**src/rtl/display_scan_scheduler.sv**
```systemverilog
// Scans a 3-digit common-anode 7-segment display.
//
// Each digit owns a slot of DWELL_CYCLES clocks: the first BLANK_CYCLES are dark to
// avoid ghosting, then the digit is driven for the rest of the slot. The BCD inputs,
// decimal-point requests and leading-zero mode are snapshotted once per frame
// (3 slots) so a frame never mixes old and new values.
//
// Ports:
//   i_clk            system clock
//   i_rst_n          asynchronous active-low reset
//   i_enable         1 = scanning runs, 0 = display dark
//   i_digit0..2      BCD digits, digit0 least significant
//   i_dp             decimal point request per digit, 1 = lit
//   i_lz_suppress    1 = blank leading zeros
//   o_segmentEnable  active-low digit enables, bit k -> digit k
//   o_segments       active-low {dp,g,f,e,d,c,b,a}
//   o_frame_tick     one-cycle pulse in the cycle a new snapshot is in use
module display_scan_scheduler #(
  parameter int unsigned DWELL_CYCLES = 100000,
  parameter int unsigned BLANK_CYCLES = 1000
) (
  input  logic       i_clk,
  input  logic       i_rst_n,
  input  logic       i_enable,
  input  logic [3:0] i_digit0,
  input  logic [3:0] i_digit1,
  input  logic [3:0] i_digit2,
  input  logic [2:0] i_dp,
  input  logic       i_lz_suppress,
  output logic [2:0] o_segmentEnable,
  output logic [7:0] o_segments,
  output logic       o_frame_tick
);

  localparam int unsigned CntW = (DWELL_CYCLES > 1) ? $clog2(DWELL_CYCLES) : 1;
  localparam logic [CntW-1:0] BlankLast = CntW'(BLANK_CYCLES - 1);
  localparam logic [CntW-1:0] DwellLast = CntW'(DWELL_CYCLES - 1);
  localparam logic [CntW-1:0] CntOne    = CntW'(1);

  typedef enum logic [1:0] {StIdle, StBlank, StDrive} state_e;

  state_e          state_q, state_d;
  logic [1:0]      idx_q, idx_d;
  logic [CntW-1:0] cnt_q, cnt_d;
  logic [3:0]      snap_d0_q, snap_d0_d;
  logic [3:0]      snap_d1_q, snap_d1_d;
  logic [3:0]      snap_d2_q, snap_d2_d;
  logic [2:0]      snap_dp_q, snap_dp_d;
  logic            snap_lz_q, snap_lz_d;
  logic [2:0]      seg_en_q, seg_en_d;
  logic [7:0]      segments_q, segments_d;
  logic            tick_q, tick_d;

  // Active-low {g,f,e,d,c,b,a}; non-BCD codes show a dash.
  function automatic logic [6:0] decode7(input logic [3:0] bcd);
    logic [6:0] seg;
    case (bcd)
      4'd0:    seg = 7'h40;
      4'd1:    seg = 7'h79;
      4'd2:    seg = 7'h24;
      4'd3:    seg = 7'h30;
      4'd4:    seg = 7'h19;
      4'd5:    seg = 7'h12;
      4'd6:    seg = 7'h02;
      4'd7:    seg = 7'h78;
      4'd8:    seg = 7'h00;
      4'd9:    seg = 7'h10;
      default: seg = 7'h3F;
    endcase
    return seg;
  endfunction

  // Next-state: slot sequencing and frame snapshot.
  always_comb begin
    logic load;
    state_d   = state_q;
    idx_d     = idx_q;
    cnt_d     = cnt_q;
    snap_d0_d = snap_d0_q;
    snap_d1_d = snap_d1_q;
    snap_d2_d = snap_d2_q;
    snap_dp_d = snap_dp_q;
    snap_lz_d = snap_lz_q;
    load      = 1'b0;

    if (!i_enable) begin
      state_d = StIdle;
      idx_d   = 2'd0;
      cnt_d   = '0;
    end else begin
      case (state_q)
        StIdle: begin
          state_d = StBlank;
          idx_d   = 2'd0;
          cnt_d   = '0;
          load    = 1'b1;
        end
        StBlank: begin
          cnt_d = cnt_q + CntOne;
          if (cnt_q == BlankLast) state_d = StDrive;
        end
        StDrive: begin
          if (cnt_q == DwellLast) begin
            cnt_d   = '0;
            state_d = StBlank;
            // Index 3 is unreachable; treat it like 2 and wrap.
            if (idx_q >= 2'd2) begin
              idx_d = 2'd0;
              load  = 1'b1;
            end else begin
              idx_d = idx_q + 2'd1;
            end
          end else begin
            cnt_d = cnt_q + CntOne;
          end
        end
        default: begin
          state_d = StIdle;
          idx_d   = 2'd0;
          cnt_d   = '0;
        end
      endcase
    end

    if (load) begin
      snap_d0_d = i_digit0;
      snap_d1_d = i_digit1;
      snap_d2_d = i_digit2;
      snap_dp_d = i_dp;
      snap_lz_d = i_lz_suppress;
    end
    tick_d = load;
  end

  // Outputs are computed from next-state values so the registered pins line up
  // with the state they belong to.
  always_comb begin
    logic [3:0] digit;
    logic       blank;
    logic       dp;
    seg_en_d   = 3'b111;
    segments_d = 8'hFF;
    digit      = snap_d0_d;
    blank      = 1'b0;
    dp         = snap_dp_d[0];
    case (idx_d)
      2'd1: begin
        digit = snap_d1_d;
        blank = snap_lz_d && (snap_d2_d == 4'd0) && (snap_d1_d == 4'd0);
        dp    = snap_dp_d[1];
      end
      2'd2: begin
        digit = snap_d2_d;
        blank = snap_lz_d && (snap_d2_d == 4'd0);
        dp    = snap_dp_d[2];
      end
      default: begin
        digit = snap_d0_d;
        blank = 1'b0;
        dp    = snap_dp_d[0];
      end
    endcase
    if (state_d == StDrive) begin
      case (idx_d)
        2'd1:    seg_en_d = 3'b101;
        2'd2:    seg_en_d = 3'b011;
        default: seg_en_d = 3'b110;
      endcase
      // A blanked digit keeps its enable and its decimal point.
      segments_d = {~dp, blank ? 7'h7F : decode7(digit)};
    end
  end

  always_ff @(posedge i_clk or negedge i_rst_n) begin
    if (!i_rst_n) begin
      state_q    <= StIdle;
      idx_q      <= 2'd0;
      cnt_q      <= '0;
      snap_d0_q  <= 4'd0;
      snap_d1_q  <= 4'd0;
      snap_d2_q  <= 4'd0;
      snap_dp_q  <= 3'd0;
      snap_lz_q  <= 1'b0;
      seg_en_q   <= 3'b111;
      segments_q <= 8'hFF;
      tick_q     <= 1'b0;
    end else begin
      state_q    <= state_d;
      idx_q      <= idx_d;
      cnt_q      <= cnt_d;
      snap_d0_q  <= snap_d0_d;
      snap_d1_q  <= snap_d1_d;
      snap_d2_q  <= snap_d2_d;
      snap_dp_q  <= snap_dp_d;
      snap_lz_q  <= snap_lz_d;
      seg_en_q   <= seg_en_d;
      segments_q <= segments_d;
      tick_q     <= tick_d;
    end
  end

  assign o_segmentEnable = seg_en_q;
  assign o_segments      = segments_q;
  assign o_frame_tick    = tick_q;

endmodule

```
**config.mk**
```make
export PLATFORM = sky130hd
export DESIGN_NAME = display_scan_scheduler
export DESIGN_NICKNAME = d
export VERILOG_FILES = /design/src/rtl/display_scan_scheduler.sv
export SDC_FILE = /design/constraint.sdc
export NUM_CORES = 1
export LEC_CHECK = 0
export ABC_AREA = 1
export CAP_MARGIN = 20
export CORE_ASPECT_RATIO = 1.1
export CORE_MARGIN = 4
export CORE_UTILIZATION = 60
export CTS_CLUSTER_DIAMETER = 30
export DETAILED_ROUTE_END_ITERATION = 16
export PLACE_DENSITY = 0.89
export SYNTH_ARGS = -nofsm -noshare
export SYNTH_HDL_FRONTEND = slang
export SYNTH_SLANG_ARGS = --single-unit
```
**constraint.sdc**
```tcl
create_clock -name i_clk -period 5.7 [get_ports i_clk]
set_input_delay 1.14 -clock i_clk [delete_from_list [all_inputs] [get_ports i_clk]]
set_output_delay 1.14 -clock i_clk [all_outputs]
set_load 0.02 [all_outputs]
```
## Word level (Yosys, flattened, before mapping)

Memories as Yosys holds them, arrays and structs flattened.
Index checks and enable logic that the tools add are counted.

| cells by class | value |
|---|---|
| $add $sub $neg | 2 |
| $lt $le $gt $ge | 1 |
| eq/ne operators | 7 |
| mux-type cells | 27 |
| bitwise gates (word level) | 1 |
| reductions and logical operators | 5 |

Operators by type and width:

| kind | count |
|---|---|
| $mux W17 | 2 |
| $pmux W17 S2 | 1 |
| $add A17 B1 Y17 const B | 1 |
| $eq A17 B10 Y1 const B | 1 |
| $eq A17 B17 Y1 const B | 1 |
| $mux W2 | 6 |
| $mux W4 | 3 |
| $logic_not A4 Y1 | 2 |
| $mux W8 | 1 |
| $pmux W4 S2 | 1 |
| $mux W7 | 1 |
| $eq A2 B2 Y1 const B | 3 |
| $mux W3 | 2 |
| $pmux W1 S2 | 3 |
| $pmux W2 S3 | 1 |
| $pmux W3 S2 | 1 |
| $eq A2 B1 Y1 const B | 2 |
| $mux W1 | 4 |
| $pmux W2 S2 | 1 |
| $add A2 B1 Y2 const B | 1 |
| $ge A2 B2 Y1 const B | 1 |
| $logic_and A1 B1 Y1 | 2 |
| $logic_not A2 Y1 | 1 |
| $not A1 Y1 | 1 |

| word-level totals | value |
|---|---|
| register bits | 49 |
| ROM bits | 112 |
| bits of input ports | 19 |
| output and inout port bits | 12 |
| logic and storage cells | 55 |
| memories kept | 1 |

Memories:

| memory | words | bits a word | rd ports | clocked after memory_dff | wr ports | RTL line | RTL |
|---|---|---|---|---|---|---|---|
| (no name shown) | 16 | 7 | 1 | 0 | 0 | 57 | `case (bcd)` |

## Longest topological paths before layout

Gate-level depths: netlist (run 1).

| depth | value |
|---|---|
| word-level depth | 12 |
| mapped depth | 20 |
| gate-level depth less buffers | 20 |

## Least setup slack after synthesis (run 1)

No wires, ideal clock.

| timing path | value |
|---|---|
| path kind | input -> register |
| start point | input i_enable |
| end point | register segments_q[5], in the netlist o_segments[5] |
| library setup time | 90 ps |
| data arrival time | 2,992 ps |
| required time | 5,610 ps |
| slack | 2,618 ps |
| stages on the path | 14 |
| buffers on the path | 1 |
| cells stage by stage | clkbuf_2 > nand2_1 > a221oi_1 > inv_1 > ha_1 > inv_1 > nand3_1 > nand2_2 > inv_2 > ha_1 > inv_1 > nand3_1 > nand3_1 > nand3_1 |

| on the way | value |
|---|---|
| elaborated cells on any way between the ends | 19 |
| those cells by class | 3 x eq/ne; 11 x mux; 4 x reduce/logical; 1 x memory |

RTL lines:

| what | RTL line | RTL |
|---|---|---|
| start, declared | 24 | `input logic i_enable,` |
| $mux W2 * | 86 | `if (!i_enable) begin` |
| via idx_d[0] | 43 | `logic [1:0] idx_q, idx_d;` |
| $eq A2 B2 Y1 / $eq A2 B1 Y1 (equally long branches) | 146 | `case (idx_d)` |
| $pmux W4 S2 | 146 |  |
| $mem_v2 Z16 W7 | -- |  |
| $mux W7 * | 170 | `segments_d = {~dp, blank ? 7'h7F : decode7(digit)};` |
| $mux W8 * | 163 | `if (state_d == StDrive) begin` |
| via segments_d[5] | 51 | `logic [7:0] segments_q, segments_d;` |
| end signal, assigned | 197 | `segments_q <= segments_d;` |
| end, declared | 51 |  |

The timed path passes the listed nets; every way through them passes the cells marked *.

## Final worst setup path (run 1)

Same ends and word-level chain as after synthesis.

==> summary by stage, run 1 <==
Route
The total number of vias is 2259. For this run, design rule violations remaining after detail routing come to 0. After detailed routing, the total wire length is 5.74 mm.

The first detailed-routing pass ran for 4 iterations. The mean routed wirelength per cell is 13.8 µm. The residual antenna-violating net count after detailed routing is 0. The detailed router's first-iteration violation count is 141. In the routed layout, each cell is associated on average with a via count of 5.42.

Placement
At the end of routability-driven placement, the weighted congestion stood at 0.823. The sum of net half-perimeters after detailed placement is 4.32 mm. Summing all placed instances gives a cell area of 0.00306 mm². The count of buffers added on input and output ports is 30.

STA
The transition at the pin with the smallest max-transition slack is 0.612 ns. The smallest clock period supported by the final layout is computed as 3.83 ns. Timing would allow up to 261 MHz. Dividing the final minimum period by the clock period gives 0.672. Setup violations remaining at the end of the flow were counted as 0.

Setup repair after global routing left no endpoint under its margin. The max-slew violation total from the final report is 0. The count of final hold-check violations was 0.

Across all hold checks on the routed design, the worst slack comes to 0.468 ns. The worst clock skew is 0.00922 ns. The sum of negative setup slack is 0 ns.

The headroom to the max-slew limit is 0.591.

Setup path
STA puts the critical path data required time at 5.93 ns. The worst register-to-register path begins at cnt_q[0]. The reg-to-reg endpoint is o_segments[5]. The worst setup path is of the input pin to flop kind. The arrival time at the worst endpoint is 4.06 ns. The highest fanout seen on the critical path is 15. The setup check on the worst reg-to-reg path leaves a slack of 2.49 ns. Counting cells, the worst reg-to-reg path comes to 20.

The worst setup path is launched from an input pin. The worst setup path is captured at a flop.

Yosys
For this run, the leading register cell type out of synthesis is sky130_fd_sc_hd__dfrtp_1. Synthesis produced a netlist with a net count of 362. After synthesis, the mean cell area works out to 8.31 µm². Summed over all instances, the cell type with the most area after synthesis is sky130_fd_sc_hd__dfrtp_1. The share of flip-flops with an asynchronous set or reset is 1.00.

For this run, the register share of the synthesized area comes to 0.451. The count of flip-flops with a built-in enable after synthesis is 0. The most common cell in the synthesized netlist is sky130_fd_sc_hd__nand2_1. The register bit total from synthesis is 49. The commonest cells after synthesis are sky130_fd_sc_hd__nand2_1 (70), sky130_fd_sc_hd__inv_1 (51), sky130_fd_sc_hd__dfrtp_1 (38), sky130_fd_sc_hd__nand3_1 (38), sky130_fd_sc_hd__nor2_1 (22). The synthesized netlist occupies a cell area of 0.00275 mm². The number of synthesis warnings is 0. The synthesized netlist contains 36 unique library cells. In the post-synthesis netlist, the biggest area contributors are sky130_fd_sc_hd__dfrtp_1 (35%), sky130_fd_sc_hd__dfstp_2 (11%), sky130_fd_sc_hd__nand2_1 (9.5%).

Of the post-synthesis cell area, the dominant cell type holds 0.346. Synthesis produced 331 cells.

Global routing
The number of antenna violations at the first check in global routing is 0. The remaining global-route overflow is 0. The via count of the first global-routing pass is 2314. The maximum number of pins on one net before global-route repair is 50. In the global route stage, overall resource usage came out at 0.223.

The first global-routing pass estimated 9.98 mm of wire.

CTS
The number of cells upsized or downsized after cts is 0. In this run the number of H-tree levels came out at 2. Buffers inserted to repair hold after CTS numbered 0. The total CTS buffers is 5. The clock passes through at most 2 buffers. The clock-pin slew on the worst setup and hold paths is 0.09 ns. Clock tree synthesis selected as its root buffer the cell sky130_fd_sc_hd__clkbuf_8.

The total clock sinks is 49. The number of buffers inserted to repair setup after CTS is 0. The worst-skew pair later-pin latency is 0.31 ns. TritonCTS built the clock tree.

Floorplanning
The area of the die is 0.00573 mm². The core region is 0.00438 mm². For this design the top-level I/O count stands at 31. The die boundary width is 72.6 µm.

The die is 79.0 µm tall. The number of core rows is 25. For this configuration, the core starts out at a cell density of 0.628.

Pwr
The internal cell power is 537 µW. Of the total power, the share spent switching nets is 0.267. The sequential fraction of design power is 0.507. In this run the power density over the cells is 230 mW/mm². In this run the power spent charging and discharging nets is 195 µW. Of the total power, combinational logic draws 0.156. VDD sags by at most 0.000200 V.

The clock network fraction of design power is 0.336. The leakage power summed over all cells is 0.00145 µW. The overall power after layout is 733 µW.

Run
Across the run, the number of max-cap violations was 0.

Cells and area
The antenna diode count is 0. The post-route core utilization is 0.728. Summing all non-filler instances in the final layout gives an area of 0.00319 mm². Summing all multi-input logic gate instances after layout gives 0.00125 mm². Relative to the synthesized area, the layout overhead comes to 15.9%. The sequential cell area is 0.00124 mm². The fill cell instance count of the final layout is 337. The ratio of cells with drive above 1 in the final layout is 0.149.

The net count of the finished layout is 393.

Worst hold path
In this run the most critical hold path is launched from cnt_q[0]. The worst hold path belongs to the class flop to flop. Along the worst hold path, the cell count comes to 1.

The worst hold path terminates at cnt_q[0].

Status
The run finished with clean final reports.
layout by cell type (no fill, tap or decap), types with 3 or more instances in the layout:
cell type	synthesis	routed
sky130_fd_sc_hd__a21oi_1	5	5
sky130_fd_sc_hd__nand3_1	38	38
sky130_fd_sc_hd__xor2_1	3	3
sky130_fd_sc_hd__nor3_1	7	7
sky130_fd_sc_hd__dfstp_2	11	11
sky130_fd_sc_hd__nor3b_1	5	5
sky130_fd_sc_hd__nor2_2	4	4
sky130_fd_sc_hd__o21ai_0	6	6
sky130_fd_sc_hd__dfrtp_1	38	38
sky130_fd_sc_hd__clkdlybuf4s50_1	0	29
sky130_fd_sc_hd__nand3_2	4	4
sky130_fd_sc_hd__nor2_1	22	22
sky130_fd_sc_hd__nand2_2	10	10
sky130_fd_sc_hd__nand2_4	6	6
sky130_fd_sc_hd__nand4_1	8	8
sky130_fd_sc_hd__clkbuf_8	0	5
sky130_fd_sc_hd__ha_1	12	12
sky130_fd_sc_hd__o21ai_1	3	3
sky130_fd_sc_hd__nand2_1	70	70
sky130_fd_sc_hd__inv_1	51	51
sky130_fd_sc_hd__inv_2	3	3
cell families (layout without fill, tap and decap cells):
family                   after synthesis  in the layout  synth area share
adder cells (fa/ha/maj)               12             12            0.0546
AND/OR/NAND/NOR                      182            182             0.335
AO/OA/AOI/OAI                         23             23            0.0550
XOR/XNOR                               3              3           0.00955
flip-flops                            49             49             0.451
buffers and inverters                 62             94            0.0950
registers in the layout, summed over array words and instances, names as in the netlist:
signal and cells:
snap_dp_q 3, snap_d2_q 4, o_segments 8, state_q 2
o_segmentEnable 3, snap_d0_q 4, idx_q 2, snap_lz_q 1
cnt_q 17, snap_d1_q 4, o_frame_tick 1
worst max path at each step:
| stage | start | end | slack (ns) | cells after the start |
|---|---|---|---|---|
| after floorplan | i_enable | o_segments[5] | 2.62 | 14 |
| after global placement | i_enable | o_segments[5] | 1.73 | 14 |
| after detailed placement | i_enable | o_segments[5] | 1.56 | 14 |
| after CTS | i_enable | o_segments[5] | 1.88 | 14 |
| after global routing | i_enable | o_segments[5] | 1.54 | 14 |
| final | i_enable | o_segments[5] | 1.87 | 14 |
power groups by stage:
stage               sequential, µW  combinational (µW)  clock, µW
finish                         372                 115        246
global placement               377                 108          0
CTS                            372                 114        251
detailed placement             378                 113          0
global route                   374                 129        264
floorplan                      377                77.9          0
worst max-delay path, stage by stage:
cell and delay, ns:
sky130_fd_sc_hd__clkdlybuf4s50_1 0.86, sky130_fd_sc_hd__nand2_1 0.14, sky130_fd_sc_hd__a221oi_1 0.37, sky130_fd_sc_hd__inv_1 0.08, sky130_fd_sc_hd__ha_1 0.38, sky130_fd_sc_hd__inv_1 0.21
sky130_fd_sc_hd__nand3_1 0.10, sky130_fd_sc_hd__nand2_1 0.17, sky130_fd_sc_hd__inv_1 0.10, sky130_fd_sc_hd__ha_1 0.18, sky130_fd_sc_hd__inv_1 0.05, sky130_fd_sc_hd__nand3_1 0.09
sky130_fd_sc_hd__nand3_1 0.10, sky130_fd_sc_hd__nand3_1 0.08
stage by stage:
step	setup WS (ns)	std cells
CTS	1.88	416
floorplan	2.62	331
global route	1.54	417
detailed placement	1.56	408
finish	1.87	417
global placement	1.73	408
per-layer routing:
layer | up-vias | track usage | wire [µm]
met4 | 0 | 0.0830 | 92
li1 | 1122 | - | -
met2 | 52 | 0.406 | 3120
met1 | 1076 | 0.252 | 2280
met3 | 9 | 0.0443 | 239
met5 | - | 0 | 0
cell type report:
| class | instances | area share |
|---|---|---|
| Multi-Input combinational cell | 220 | 0.392 |
| Sequential cell | 49 | 0.389 |
| Timing Repair Buffer | 31 | 0.0989 |
| Inverter | 55 | 0.0651 |
| Clock buffer | 6 | 0.0228 |
| Tap cell | 54 | 0.0212 |
| Clock inverter | 2 | 0.0110 |
No activity file was read; power rests on OpenSTA's default activity.
==> inputs of run 2 (changes only) <==
--- a/config.mk
+++ b/config.mk
@@ -9,10 +9,10 @@
 export CAP_MARGIN = 20
 export CORE_ASPECT_RATIO = 1.1
 export CORE_MARGIN = 4
-export CORE_UTILIZATION = 60
+export CORE_UTILIZATION = 51
 export CTS_CLUSTER_DIAMETER = 30
 export DETAILED_ROUTE_END_ITERATION = 16
-export PLACE_DENSITY = 0.89
+export PLACE_DENSITY = 0.81
 export SYNTH_ARGS = -nofsm -noshare
 export SYNTH_HDL_FRONTEND = slang
 export SYNTH_SLANG_ARGS = --single-unit
==> constraint.sdc (replaced) <==
create_clock -name i_clk -period 3.5 [get_ports i_clk]
set_input_delay 0.7 -clock i_clk [delete_from_list [all_inputs] [get_ports i_clk]]
set_output_delay 0.7 -clock i_clk [all_outputs]
set_load 0.02 [all_outputs]
==> run 2 against run 1 <==
Design area up 0.51%. Largest cell class unchanged. Die area up 16%. Largest power group unchanged. Sequential cell count unchanged. Worst hold slack worse by 0.18 ns. Highest routed layer unchanged. Critical path type is now flop to flop. Global-route usage down 4.1 points. Final cell count up 4.6%.
==> summary by stage, run 2 (same netlist as run 1, synthesis figures left out) <==
CTS
The post-cts hold buffer count was 0 (unchanged). The total CTS buffers came to 5 (unchanged). The deepest clock path buffer count came to 2 (unchanged). The number of cells upsized or downsized after cts is 0 (unchanged). The H-tree depth reported by CTS is 2 (unchanged). The clock-pin slew on the worst setup and hold paths is 0.10 ns (about the same). The worst-skew pair later-pin latency was 0.31 ns (about the same). The root buffer cell chosen for the clock tree is sky130_fd_sc_hd__clkbuf_8.

The total clock sinks came to 49 (unchanged). TritonCTS built the clock tree. The number of buffers inserted to repair setup after CTS is 0 (unchanged).

Setup path
STA classifies the critical path startpoint as a flop. The worst-case reg-to-reg path depth is 18 (-10%). Following the worst setup path forward leads to its endpoint at o_segments[5].

The worst register-to-register path ends at o_segments[5]. Tracing the worst setup path back leads to its startpoint at cnt_q[0]. The startpoint of the worst-slack reg-to-reg timing path is cnt_q[0]. STA classifies the critical path endpoint as a flop.

The arrival time at the worst endpoint came to 3.33 ns (-0.73 ns). The kind of critical path is flop to flop. The setup slack of the worst register-to-register path is 0.41 ns (-2.08 ns). The required arrival time at the worst endpoint is 3.73 ns (-2.20 ns).

The highest fanout seen on the critical path is 7 (-8).

Cells and area
Relative to the synthesized area, the layout overhead comes to 16.5%. The fill cell instance count of the final layout came to 426 (+26%). The ratio of cells with drive above 1 in the final layout came to 0.154 (+0.00509). The flip-flop count of the largest register, all copies and words added is 17 (unchanged).

The register with the highest flop count is cnt_q. The commonest non-fill, non-tap cell in the layout is sky130_fd_sc_hd__nand2_1. The final-stage net count is 394 (+0.25%). Leaving out fill and tap cells, the most frequent cells in the layout are sky130_fd_sc_hd__nand2_1 (70), sky130_fd_sc_hd__inv_1 (51), sky130_fd_sc_hd__nand3_1 (38), sky130_fd_sc_hd__dfrtp_1 (38), sky130_fd_sc_hd__clkdlybuf4s50_1 (29). The antenna diode count is 0 (unchanged).

Global routing
The via count of the first global-routing pass is 2198 (-5.0%). The combined global-route utilization of all metal layers is 0.182 (-0.0406). The remaining global-route overflow is 0 (unchanged). The wire length of the first global-routing pass was 9.78 mm (-1.9%). The number of antenna violations at the first check in global routing came to 0 (unchanged).

The maximum number of pins on one net before global-route repair was 50 (unchanged).

Floorplanning
The core footprint is 0.00510 mm² (+16%). The number of core rows is 27 (+8.0%). The initial core utilization is 0.539 (-0.0889). The die height is 85.0 µm (+7.6%). The count of boundary I/O pins was 31 (unchanged). The area of the die came to 0.00664 mm² (+16%).

The die boundary width was 78.0 µm (+7.5%).

STA
The final critical-path setup slack is 0.407 ns (-1.46 ns). The sum of negative setup slack is 0 ns (unchanged). The total setup violations reported at the end of the flow is 0 (unchanged). Setup repair after global routing left no endpoint under its margin. The transition at the pin with the smallest max-transition slack came to 0.391 ns (-0.221 ns). The share of the clock period used by the worst path is 0.884. The final critical-path required period is 3.09 ns.

The count of final hold-check violations was 0 (unchanged). The headroom to the max-slew limit came to 0.739 (+0.149). The worst hold margin is 0.286 ns (-0.183 ns).

Timing would allow up to 323 MHz. The worst clock skew was 0.0103 ns (+0.00111 ns). The max-slew violation total from the final report is 0 (unchanged).

Placement
The final weighted congestion in routability-driven placement is 0.820 (-0.40%). The count of input and output buffers is 30 (unchanged). The placement-stage worst setup slack was 0.294 ns (-1.27 ns). The sum of net half-perimeters after detailed placement is 4.21 mm (-2.6%).

Route
The detailed router's first-iteration violation count is 119 (-16%). The total number of vias is 2242 (-0.75%). The final wirelength is 5.46 mm (-4.9%). The mean routed wirelength per cell was 12.5 µm (-9.1%).

The first-pass detailed-route iteration total is 5 (+1). The residual antenna-violating net count after detailed routing is 0 (unchanged). The number of vias per cell is 5.14 (-5.1%). The total DRC errors in the routed layout is 0 (unchanged).

Worst hold path
The min-delay analysis places its worst path in the category input pin to asynchronous set/reset pin.

Pwr
The power density over cell area was 354 mW/mm² (+54%). The overall power after layout came to 1130 µW (+55%). The worst ir drop on vdd came to 0.000184 V (-7.7%). The leakage power summed over all cells is 0.00144 µW (-0.39%).

Status
The flow ran to the end, and the final reports show no timing, DRC or antenna violations.

Run
The max-capacitance violation count came to 0 (unchanged).
## run 2: layout make-up
type                       count  area, µm²  share of cell area
tap                           72       90.1              0.0281
clock buffer                   5       68.8              0.0215
timing repair buffer          32        323               0.101
sequential                    49       1240               0.387
multi-input combinational    220       1250               0.390
clock inverter                 3       25.0             0.00781
inverter                      55        208              0.0648
## run 2: stage by stage
stage | cell area, µm² | utilization | std cells
2_1_floorplan | 2750 | - | 331
3_3_place_gp | 3090 | 0.606 | 427
3_5_place_dp | 3090 | 0.606 | 427
4_1_cts | 3180 | 0.624 | 435
5_1_grt | 3200 | 0.628 | 436
6_report | 3200 | 0.628 | 436
## run 2: worst max-delay path, stage by stage (launching register included)
cell,delay (ns)
sky130_fd_sc_hd__dfrtp_1,0.39
sky130_fd_sc_hd__ha_1,0.18
sky130_fd_sc_hd__nand2_1,0.06
sky130_fd_sc_hd__inv_2,0.09
sky130_fd_sc_hd__nand2_2,0.06
sky130_fd_sc_hd__nor2_2,0.14
sky130_fd_sc_hd__nand3_1,0.15
sky130_fd_sc_hd__a221oi_1,0.45
sky130_fd_sc_hd__inv_1,0.09
sky130_fd_sc_hd__ha_1,0.39
sky130_fd_sc_hd__inv_1,0.21
sky130_fd_sc_hd__nand3_1,0.11
sky130_fd_sc_hd__nand2_1,0.17
sky130_fd_sc_hd__inv_1,0.09
sky130_fd_sc_hd__ha_1,0.18
sky130_fd_sc_hd__inv_1,0.05
sky130_fd_sc_hd__nand3_1,0.08
sky130_fd_sc_hd__nand3_1,0.10
sky130_fd_sc_hd__nand3_1,0.07
## run 2: how the worst min path moves through the flow
stage / end / slack (ns) / cells after the start
global route: snap_d1_q[0] / 0.30 / 1
detailed placement: cnt_q[0] / 0.47 / 1
global placement: cnt_q[0] / 0.46 / 1
finish: snap_d1_q[0] / 0.29 / 1
CTS: cnt_q[0] / 0.48 / 1
floorplan: cnt_q[0] / 0.40 / 0
## run 2: per-layer routing
metal,vias to the layer above,GRT usage,wire [µm]
met2,57,0.322,2820
met3,8,0.0403,268
met4,0,0.0620,92
li1,1123,-,-
met5,-,0,0
met1,1054,0.218,2280
## run 2: report_power, final
part | switching [µW] | internal (µW) | total (µW)
registers | 11.5 | 594 | 605
clock network | 198 | 144 | 343
logic | 115 | 69.0 | 184
total | 325 | 807 | 1130
==> inputs of run 3 (changes only) <==
--- a/config.mk
+++ b/config.mk
@@ -12,7 +12,7 @@
 export CORE_UTILIZATION = 51
 export CTS_CLUSTER_DIAMETER = 30
 export DETAILED_ROUTE_END_ITERATION = 16
-export PLACE_DENSITY = 0.81
+export PLACE_DENSITY = 0.76
 export SYNTH_ARGS = -nofsm -noshare
 export SYNTH_HDL_FRONTEND = slang
 export SYNTH_SLANG_ARGS = --single-unit
==> run 3 against run 2 <==
Sequential share of layout area unchanged. Critical path depth up 1. Setup slack worse by 0.026 ns. Largest cell class unchanged. Largest power group unchanged.
==> summary by stage, run 3 (same netlist as run 1, synthesis figures left out) <==
Placement
The standard cell area after detailed placement is 0.00309 mm² (unchanged). The number of instances in the placed design is 427 (unchanged). The sum of net half-perimeters after detailed placement is 4.13 mm (-1.8%). The count of input and output buffers was 30 (unchanged).

The final weighted congestion in routability-driven placement is 0.937 (+14%).

CTS
The number of cells upsized or downsized after cts is 0 (unchanged). The worst-skew pair later-pin latency is 0.30 ns (about the same). The total CTS buffers came to 5 (unchanged).

The post-cts hold buffer count is 0 (unchanged). The deepest clock path buffer count is 2 (unchanged). The H-tree depth reported by CTS is 2 (unchanged). The clock root buffer is sky130_fd_sc_hd__clkbuf_8. The total clock sinks was 49 (unchanged). The clock-pin slew on the worst setup and hold paths came to 0.09 ns (about the same). The number of buffers inserted to repair setup after CTS is 0 (unchanged). TritonCTS built the clock tree.

Setup path
The worst stage delay on the critical path is 0.38 ns (-0.07 ns). The worst setup path is captured at a flop. Walking the worst path, the cells encountered are ha_1 -> nand2_1 -> inv_2 -> nand3_1 -> nor4_1 -> nand4_1 -> o21ai_0 -> nand3_1 -> inv_1 -> ha_1 -> inv_1 -> nand3_1 -> nand2_1 -> inv_1 -> ha_1 -> inv_1 -> nand3_1 -> nand3_1 -> nand3_1. The arrival time at the worst endpoint was 3.34 ns (about the same). In this design, the critical path's most frequently occurring cell is sky130_fd_sc_hd__nand3_1. The kind of critical path is flop to flop. The required arrival time at the worst endpoint was 3.72 ns (about the same).

STA classifies the critical path startpoint as a flop. The cell at the slowest stage of the critical path is sky130_fd_sc_hd__dfrtp_1. The highest fanout seen on the critical path is 7 (unchanged).

STA
The share of the clock period used by the worst path came to 0.891 (+0.00733). The worst clock skew is 0.00672 ns (-0.00362 ns). The total setup violations reported at the end of the flow is 0 (unchanged). The headroom to the max-slew limit is 0.724 (-0.0152). The maximum clock frequency is 321 MHz (-0.82%).

Setup repair after global routing left no endpoint under its margin. The max-slew violation total from the final report is 0 (unchanged). The worst hold margin is 0.318 ns (+0.0324 ns). The sum of negative setup slack was 0 ns (unchanged). The count of final hold-check violations was 0 (unchanged). The transition at the pin with the smallest max-transition slack is 0.414 ns (+0.0228 ns). The final critical-path required period is 3.12 ns (+0.0256 ns).

Cells and area
cnt_q holds more flip-flops than any other register. The ratio of cells with drive above 1 in the final layout is 0.154 (unchanged). In the layout the commonest cells are sky130_fd_sc_hd__nand2_1 (70), sky130_fd_sc_hd__inv_1 (51), sky130_fd_sc_hd__nand3_1 (38), sky130_fd_sc_hd__dfrtp_1 (38), sky130_fd_sc_hd__clkdlybuf4s50_1 (29).

The count of placed standard cells in the final layout, fillers left out was 436 (unchanged). The flip-flop count of the largest register, all copies and words added is 17 (unchanged). The post-layout instance area is 0.00320 mm² (unchanged). The synthesis-to-layout area growth is 16.5% (unchanged). Leaving out fill and tap cells, the most frequent cell in the layout is sky130_fd_sc_hd__nand2_1. The final-stage net count came to 394 (unchanged). The antenna diode count is 0 (unchanged).

Status
The run finished with clean final reports.

Floorplanning
The die height is 85.0 µm (unchanged). The area of the die is 0.00664 mm² (unchanged). The die boundary width is 78.0 µm (unchanged). The initial core utilization is 0.539 (unchanged). The number of core rows came to 27 (unchanged). The core footprint is 0.00510 mm² (unchanged). The count of boundary I/O pins is 31 (unchanged).

Pwr
The total net switching power was 314 µW (-3.5%). The overall power after layout is 1120 µW (-1.3%). The clock network fraction of design power is 0.295 (-0.008).

The internal cell power came to 804 µW (-0.43%). The power density over cell area is 349 mW/mm² (-1.3%). The leakage power summed over all cells is 0.00144 µW (-0.51%). The worst ir drop on vdd is 0.000234 V (+27%). The switching fraction of total power is 0.281 (-0.00635). The combinational group share of total power is 0.164 (about the same). The sequential fraction of design power is 0.541 (+0.007).

Run
The max-capacitance violation count came to 0 (unchanged).

Route
The final wirelength is 5.48 mm (+0.51%). The total DRC errors in the routed layout came to 0 (unchanged). The total number of vias is 2247 (+0.22%). The mean routed wirelength per cell is 12.6 µm (+0.51%).

The residual antenna-violating net count after detailed routing came to 0 (unchanged). The first-pass detailed-route iteration total is 5 (unchanged). The detailed router's first-iteration violation count is 87 (-27%). The number of vias per cell is 5.15 (+0.22%).

Global routing
The wire length of the first global-routing pass is 9.45 mm (-3.4%). The met1 track utilization from global routing was 0.202 (-0.0156). The via count of the first global-routing pass is 2219 (+0.96%). The busiest metal layer after global routing is met2. The combined global-route utilization of all metal layers is 0.176 (-0.00606). The met2 global-route usage came to 0.319 (-0.00312).

The met3 global-route usage is 0.0393 (-0.00106). The maximum number of pins on one net before global-route repair was 50 (unchanged). The remaining global-route overflow is 0 (unchanged). The number of antenna violations at the first check in global routing is 0 (unchanged).

Worst hold path
In this run the worst hold path is classified as input pin to asynchronous set/reset pin.
==> run 3: changes by cell type in the layout (fill, tap and decap cells not counted), sizes merged <==
cell / before / now
clkbuf: 5 / 6
clkinv: 2 / 1
clkinvlp: 1 / 2
inv: 55 / 54
==> run 3: final cells by class <==
type                    count  area (µm²)
inverters                  55         208
well taps                  72        90.1
multi-input cells         220        1260
clock buffers               6        72.6
fillers                   462        1900
clock inverters             2        15.0
flip-flops and latches     49        1240
repair buffers             32         323
==> run 3: critical path, delay by kind of cell, from the launching register on <==
kind            cells  cell delay, ns
compound gates      1            0.10
flops               1            0.38
buf+inv             5            0.54
fa+ha+maj           3            0.64
simple gates       10            1.38
==> run 3: layer usage <==
metal,wire (µm),up-vias,part of all wire
li1,-,1125,-
met1,2320,1066,0.42
met2,2840,46,0.52
met3,235,10,0.043
met4,85,0,0.016
met5,0,-,0
==> run 3: stage by stage <==
stage | util | setup WS (ns)
floorplan | - | 0.764
global placement | 0.606 | 0.368
detailed placement | 0.606 | 0.249
CTS | 0.623 | 0.346
global route | 0.628 | 0.0791
finish | 0.628 | 0.382
==> run 3: worst paths after layout <==
path / start / endpoint / slack, ns / cells after the start
max: cnt_q[0] / o_segments[5] / 0.38 / 19
min: i_rst_n / state_q[0] / 0.32 / 1
max reg2reg: cnt_q[0] / o_segments[5] / 0.38 / 19
min reg2reg: cnt_q[0] / cnt_q[0] / 0.46 / 1
max in group asynchronous: i_rst_n / o_segmentEnable[1] / 2.61 / 2
min in group i_clk: cnt_q[0] / cnt_q[0] / 0.46 / 1
==> run 3: power groups by stage <==
stage / registers, µW / logic, µW / clock network [µW]
after floorplan: 615 / 127 / 0
after global placement: 615 / 177 / 0
after detailed placement: 615 / 182 / 0
after CTS: 605 / 182 / 342
after global routing: 608 / 208 / 366
final: 605 / 183 / 330
